==> src/rtl/cpu_types_pkg.sv <==
// Shared CPU-wide scalar types.
package cpu_types_pkg;
  localparam int WORD_W = 32;
  typedef logic [WORD_W-1:0] word_t;
endpackage

==> src/rtl/data_path_muxs_pkg.sv <==
// Datapath control types: MEM stage state encoding and word-address compare helper.
package data_path_muxs_pkg;
  typedef enum logic [1:0] {
    IDLE = 2'd0,
    REQ  = 2'd1,
    DONE = 2'd2
  } mem_stage_state_t;

  // Link compares ignore the byte offset within a word.
  function automatic logic word_match(input logic [29:0] a, input logic [29:0] b);
    return a == b;
  endfunction
endpackage

==> src/rtl/mem_link_reg.sv <==
// LL/SC link register: holds a word address and a valid bit, cleared by stores or snoops.
module mem_link_reg
  import data_path_muxs_pkg::*;
(
  input  logic        clk,
  input  logic        rst,
  input  logic        set,
  input  logic [29:0] set_addr,
  input  logic        clr,
  input  logic        snoop_inv,
  input  logic [29:0] snoop_addr,
  output logic        valid,
  output logic [29:0] addr
);
  logic snoop_old;
  logic snoop_new;

  assign snoop_old = snoop_inv & word_match(snoop_addr, addr);
  assign snoop_new = snoop_inv & word_match(snoop_addr, set_addr);

  // A snoop on the address being linked this same edge beats the LL set.
  always_ff @(posedge clk) begin
    if (rst) begin
      valid <= 1'b0;
      addr  <= '0;
    end else if (set) begin
      addr  <= set_addr;
      valid <= ~snoop_new;
    end else if (clr | snoop_old) begin
      valid <= 1'b0;
    end
  end
endmodule

==> src/rtl/mem_stage.sv <==
// MEM pipeline stage: data-cache request FSM with optional LL/SC support.
// LL/SC is built only when MEM_STAGE_LLSC_EN is defined.
module mem_stage
  import cpu_types_pkg::*;
  import data_path_muxs_pkg::*;
(
  input  logic  CLK,
  input  logic  RST,
  input  logic  dREN_EX_MEM,
  input  logic  dWEN_EX_MEM,
  input  logic  datomic_EX_MEM,
  input  word_t dmemaddr_EX_MEM,
  input  word_t dmemstore_EX_MEM,
  input  logic  halt_EX_MEM,
  input  logic  dhit,
  input  word_t dmemload,
  input  logic  snoop_inv,
  input  word_t snoop_addr,
  output logic  dREN,
  output logic  dWEN,
  output word_t daddr,
  output word_t dstore,
  output word_t dload_MEM,
  output word_t sc_result,
  output logic  mem_stall,
  output logic  mem_done
);
  mem_stage_state_t state, state_nxt;
  logic access;
  logic hit_req;
  logic is_sc;
  logic link_match;
  logic sc_fail;

  assign access  = (dREN_EX_MEM | dWEN_EX_MEM) & ~halt_EX_MEM;
  assign hit_req = (state == REQ) & dhit;

`ifdef MEM_STAGE_LLSC_EN
  logic        is_ll;
  logic        link_set;
  logic        link_clr;
  logic        link_valid;
  logic [29:0] link_addr;
  logic        unused_snoop_lsb;

  assign unused_snoop_lsb = ^snoop_addr[1:0];
  assign is_ll      = dREN_EX_MEM & datomic_EX_MEM;
  assign is_sc      = dWEN_EX_MEM & datomic_EX_MEM;
  assign link_match = link_valid & word_match(dmemaddr_EX_MEM[31:2], link_addr);
  assign link_set   = hit_req & is_ll;
  // A successful SC consumes the link; a plain store to the linked word breaks it.
  assign link_clr   = hit_req & dWEN_EX_MEM & (is_sc | link_match);

  mem_link_reg u_link (
    .clk        (CLK),
    .rst        (RST),
    .set        (link_set),
    .set_addr   (dmemaddr_EX_MEM[31:2]),
    .clr        (link_clr),
    .snoop_inv  (snoop_inv),
    .snoop_addr (snoop_addr[31:2]),
    .valid      (link_valid),
    .addr       (link_addr)
  );

  always_ff @(posedge CLK) begin
    if (RST) begin
      sc_result <= '0;
    end else if ((state == IDLE) && access && sc_fail) begin
      sc_result <= '0;
    end else if (hit_req && is_sc) begin
      sc_result <= word_t'(1);
    end
  end
`else
  logic unused_llsc;

  assign unused_llsc = ^{datomic_EX_MEM, snoop_inv, snoop_addr};
  assign is_sc       = 1'b0;
  assign link_match  = 1'b0;
  assign sc_result   = '0;
`endif

  // An SC without a live link completes without touching the cache.
  assign sc_fail = is_sc & ~link_match;

  always_ff @(posedge CLK) begin
    if (RST) begin
      state <= IDLE;
    end else begin
      state <= state_nxt;
    end
  end

  always_comb begin
    state_nxt = state;
    dREN      = 1'b0;
    dWEN      = 1'b0;
    mem_stall = 1'b0;
    mem_done  = 1'b0;
    if (!RST) begin
      unique case (state)
        IDLE: begin
          if (access) begin
            mem_stall = 1'b1;
            state_nxt = sc_fail ? DONE : REQ;
          end
        end
        REQ: begin
          dREN      = dREN_EX_MEM;
          dWEN      = dWEN_EX_MEM;
          mem_stall = 1'b1;
          if (dhit) state_nxt = DONE;
        end
        DONE: begin
          mem_done  = 1'b1;
          state_nxt = IDLE;
        end
        default: state_nxt = IDLE;
      endcase
    end
  end

  assign daddr  = dmemaddr_EX_MEM;
  assign dstore = dmemstore_EX_MEM;

  always_ff @(posedge CLK) begin
    if (RST) begin
      dload_MEM <= '0;
    end else if (hit_req && dREN_EX_MEM) begin
      dload_MEM <= dmemload;
    end
  end
endmodule

==> config.mk <==
export PLATFORM = sky130hd
export DESIGN_NAME = mem_stage
export DESIGN_NICKNAME = d
export VERILOG_FILES = /design/src/rtl/cpu_types_pkg.sv /design/src/rtl/data_path_muxs_pkg.sv /design/src/rtl/mem_link_reg.sv /design/src/rtl/mem_stage.sv
export SDC_FILE = /design/constraint.sdc
export NUM_CORES = 1
export LEC_CHECK = 0
export BUFFER_PORTS_ARGS = -buffer_cell sky130_fd_sc_hd__buf_2
export CAP_MARGIN = 20
export CORE_AREA = 2 2 103 105
export DETAILED_ROUTE_END_ITERATION = 7
export DIE_AREA = 0 0 105 107
export SETUP_SLACK_MARGIN = 0.05
export SLEW_MARGIN = 10
export SYNTH_ARGS = -nofsm -noshare
export SYNTH_HDL_FRONTEND = slang
export SYNTH_SLANG_ARGS = --single-unit
==> constraint.sdc <==
create_clock -name CLK -period 1.62 [get_ports CLK]
set_input_delay 0.324 -clock CLK [delete_from_list [all_inputs] [get_ports CLK]]
set_output_delay 0.324 -clock CLK [all_outputs]
set_load 0.005 [all_outputs]
# ---- After elaboration in Yosys (flattened, before gate mapping)
# Index checks and enable logic that the tools add are counted.
dict set report op_classes {
  reduce_logical 3
  n_eq_ne 4
  n_bitwise 4
  mux 12
}
# operator count
set ops {}
lappend ops {{$mux W1} 8}
lappend ops {{$mux W2} 2}
lappend ops {{$ne A2 B2 Y1 const B} 2}
lappend ops {{$pmux W2 S2} 1}
lappend ops {{$and A1 B1 Y1} 2}
lappend ops {{$eq A2 B1 Y1 const B} 1}
lappend ops {{$eq A2 B2 Y1 const B} 1}
lappend ops {{$logic_not A2 Y1} 1}
lappend ops {{$pmux W1 S2} 1}
lappend ops {{$reduce_and A2 Y1} 1}
lappend ops {{$logic_and A1 B1 Y1} 1}
lappend ops {{$not A1 Y1} 1}
lappend ops {{$or A1 B1 Y1} 1}
dict set report totals {
  word_cells 25
  output_inout_bits 132
  reg_bits 34
}

# ---- Logic depth before layout (Yosys ltp)
dict set report depth {
  depth_word 5
  depth_mapped 4
  mapped_depth_nobuf 2
}

# ---- Worst setup path after synthesis
# No wires, ideal clock.
dict set report synth_timing {
  path_type {input-to-output}
  start {input RST}
  end {output dREN}
  path_slack_ps 479
  arrival_ps 817
  path_buffers 1
  required_ps 1296
  stages 3
  path_cell_list {buf_2 > nor2_1 > and3_1}
}
dict set report synth_between {
  elab_chain_cells 1
}
# item line_no
set synth_rtl {}
lappend synth_rtl {{start: declaration} mem_stage.sv:8} ;# input logic RST,
lappend synth_rtl {{$mux W1} mem_stage.sv:101} ;# if (!RST) begin
lappend synth_rtl {{end: declaration} mem_stage.sv:19} ;# output logic dREN,
# No other way between the ends.

# ---- Worst setup path after layout
dict set report layout_timing {
  start {register state[1]}
  end {output dREN}
}
dict set report layout_between {
  elab_chain_cells 3
}
# item line_no
set layout_rtl {}
lappend layout_rtl {{start: declaration} mem_stage.sv:28} ;# mem_stage_state_t state, state_nxt;
lappend layout_rtl {{start signal: assignment} mem_stage.sv:91} ;# state <= state_nxt;
lappend layout_rtl {{$eq A2 B1 Y1} mem_stage.sv:102} ;# unique case (state)
lappend layout_rtl {{$mux W1} mem_stage.sv:102}
lappend layout_rtl {{$mux W1} mem_stage.sv:101}
# No other way between the ends.

==> results.cfg <==
[outcome]
status = complete, no violations

[global_route]
grt_pass1_wl_um = 6500
grt_pass1_vias = 1264
grt_overflow = 0
grt_max_degree = 33
antenna_found_initial = 0
grt.total_usage = 0.0751

[pwr]
totalPowerFinal_w = 0.00175
power.internal_w = 0.00131
switchingPower_w = 0.000439
switching_share = 0.251
pwr-share-seq = 0.497
p_clk_frac = 0.388
peakVddDrop_mv = 0.261
power_density_mw_per_mm2 = 767
p_comb_frac = 0.116
p_leak_nw = 1.02

[setup_path]
worstSetupPathType = reg2out
critPathRequiredTime_ps = 1300
crit-reg2reg-launch = state[0]
reg2reg_depth = 3
endpoint = dREN
path_max_fanout = 5
r2r-end = dload_MEM[2]
crit_path_max_incr_delay_ps = 340
start_kind = register
critPathArrivalTime_ps = 1080
startpoint = state[1]
crit_slowest_cell = dfxtp_1
end_kind = output pin
crit_chain = nor2_2 > and3_1 > buf_2
rrSetupSlack_ps = 320

[placed_design]
io_buffers = 73
place_congestion = 0.651
dp.cells = 385
place_hpwl_um = 2970

[route]
drt_iter0_markers = 27
drc = 0
firstDrtPassIters = 4
totalWireLength_um = 4140
dr_total_vias = 1394
drt-vias-per-instance = 3.55
drtAntennaViolNets = 0
wl_per_cell_um = 10.5

[timing]
rsz0062_at_grt = false
fin_crit_ps = 1400
fin_hold_ws_ps = 290
fmax_mhz = 713
slew_viol_final = 0
hold_violations = 0
fin_skew_ps = 7.03
setup_viol = 0
finalCritPeriodShare = 0.866
fin_setup_tns_ps = 0

[synth]
syn_area_mm2 = 0.00230
synth_cell_type_count = 19
async_reset_ff_frac = 0
ys_seq_area_frac = 0.295
ys_top_cells_by_area = buf_4 (31%), dfxtp_1 (30%), nand2b_1 (17%)
synth_edf_count = 0
yosysTopAreaCell = buf_4
ys.flop_type = dfxtp_1
synth_most_common_cell = buf_4
synth_top_area_share = 0.313
synth_cells = 249
syn_avg_cell_area_um2 = 9.25
synth-seq-cells = 34
synth_common_cells = buf_4 (96), nand2b_1 (64), dfxtp_1 (34)
yosys_warnings = 0

[clocking]
clkTransAtPathRegs_ps = 80
cts_buffers = 5
cts_hold_buffers = 0
clkLatencyLatePin_ps = 280
h-tree-depth = 2
cts_root_buf = clkbuf_8
clk_path_buf_depth = 2
cts_num_sinks = 34
cts_tree = built

[layout]
antenna_cells = 0
fillCellCount = 1146
drive_gt1_frac = 0.339
finalNonFillerCells = 393
final_nets = 392
area_delta_synth_final_pct = -1.09
final_util = 0.226

[worst_hold_path]
min_from = dmemload[14]
holdCritPathClass = in2reg

[die]
rows = 37
core-area_mm2 = 0.0101
pin_count = 268
die_h_um = 107
start_util = 0.228
die-area_mm2 = 0.0112
die_w_um = 105

[job]
drv_cap = 0
==> how the worst min path moves through the flow <==
| stage | depth (start not counted) | endpoint | slack (ps) |
|---|---|---|---|
| after CTS | 3 | dload_MEM[8] | 280 |
| final | 3 | dload_MEM[14] | 290 |
| after global routing | 3 | dload_MEM[22] | 280 |
| after detailed placement | 2 | dload_MEM[4] | 460 |
| after floorplan | 2 | dload_MEM[0] | 460 |
| after global placement | 2 | dload_MEM[21] | 450 |
==> repair_timing <==
| item | in CTS | in global routing |
|---|---|---|
| setup buffers | 0 | 0 |
| endpoints found under the setup margin | 0 | 2 |
| gates resized for setup | 0 | 1 |
==> cell usage in the layout, fill, tap and decap left out <==
master and count:
nor3b_1 1, clkbuf_1 1, dfxtp_1 34, and4b_2 1, o21a_1 1, buf_4 1, o21ba_2 1, nor2_2 1
clkinv_2 1, nand2b_1 64, mux2i_1 32, nor3_1 1, buf_2 73, nor2b_1 1, a22o_1 1, and3_2 1
clkbuf_8 6, conb_1 32, buf_12 2, and3_1 2
==> worst max-delay path, delay by kind of cell (launching register included) <==
| family | cells | cell delay, ps |
|---|---|---|
| buffers and inverters | 1 | 100 |
| DFF | 1 | 340 |
| and+or+nand+nor | 2 | 350 |
==> layer usage <==
layer | up-vias | routed length [µm] | GRT usage
met1 | 611 | 1720 | 0.0879
met3 | 24 | 389 | 0.0286
met4 | 0 | 243 | 0.0638
met2 | 91 | 1790 | 0.107
met5 | - | 0 | 0
li1 | 668 | - | -
==> logic make-up after synthesis <==
logic type / count (synthesis) / share of synthesized area
other: 1 / 0.00163
buffers and inverters: 107 / 0.356
AND/OR/NAND/NOR: 72 / 0.197
AO/OA/AOI/OAI: 3 / 0.0114
multiplexers: 32 / 0.139
flip-flops: 34 / 0.295
==> stage by stage <==
stage          setup slack (ps)  cell area (µm²)
2_1_floorplan               479             2420
3_3_place_gp                229             2180
3_5_place_dp                214             2180
4_1_cts                     132             2280
5_1_grt                    88.5             2280
6_report                    217             2280
==> power by group through the flow <==
| stage | clock [W] | combinational [W] | sequential, W |
|---|---|---|---|
| 6_report | 0.000677 | 0.000202 | 0.000868 |
| 5_1_grt | 0.000773 | 0.000229 | 0.000871 |
| 4_1_cts | 0.000729 | 0.000207 | 0.000868 |
| 3_5_place_dp | 0 | 0.000206 | 0.000887 |
| 3_3_place_gp | 0 | 0.000202 | 0.000886 |
| 2_1_floorplan | 0 | 0.000308 | 0.000887 |
==> final cells by class <==
class	instances	area, µm²	area share
Multi-Input combinational cell	139	923	0.405
Sequential cell	34	681	0.299
Timing Repair Buffer	76	413	0.181
Tap cell	136	170	0.0747
Clock buffer	7	86.3	0.0379
Clock inverter	1	5.00	0.00220
==> state kept, by name (all words and copies together) (netlist names) <==
signal	cells
dload_MEM	32
state	2
(Power assumes the default switching activity.)
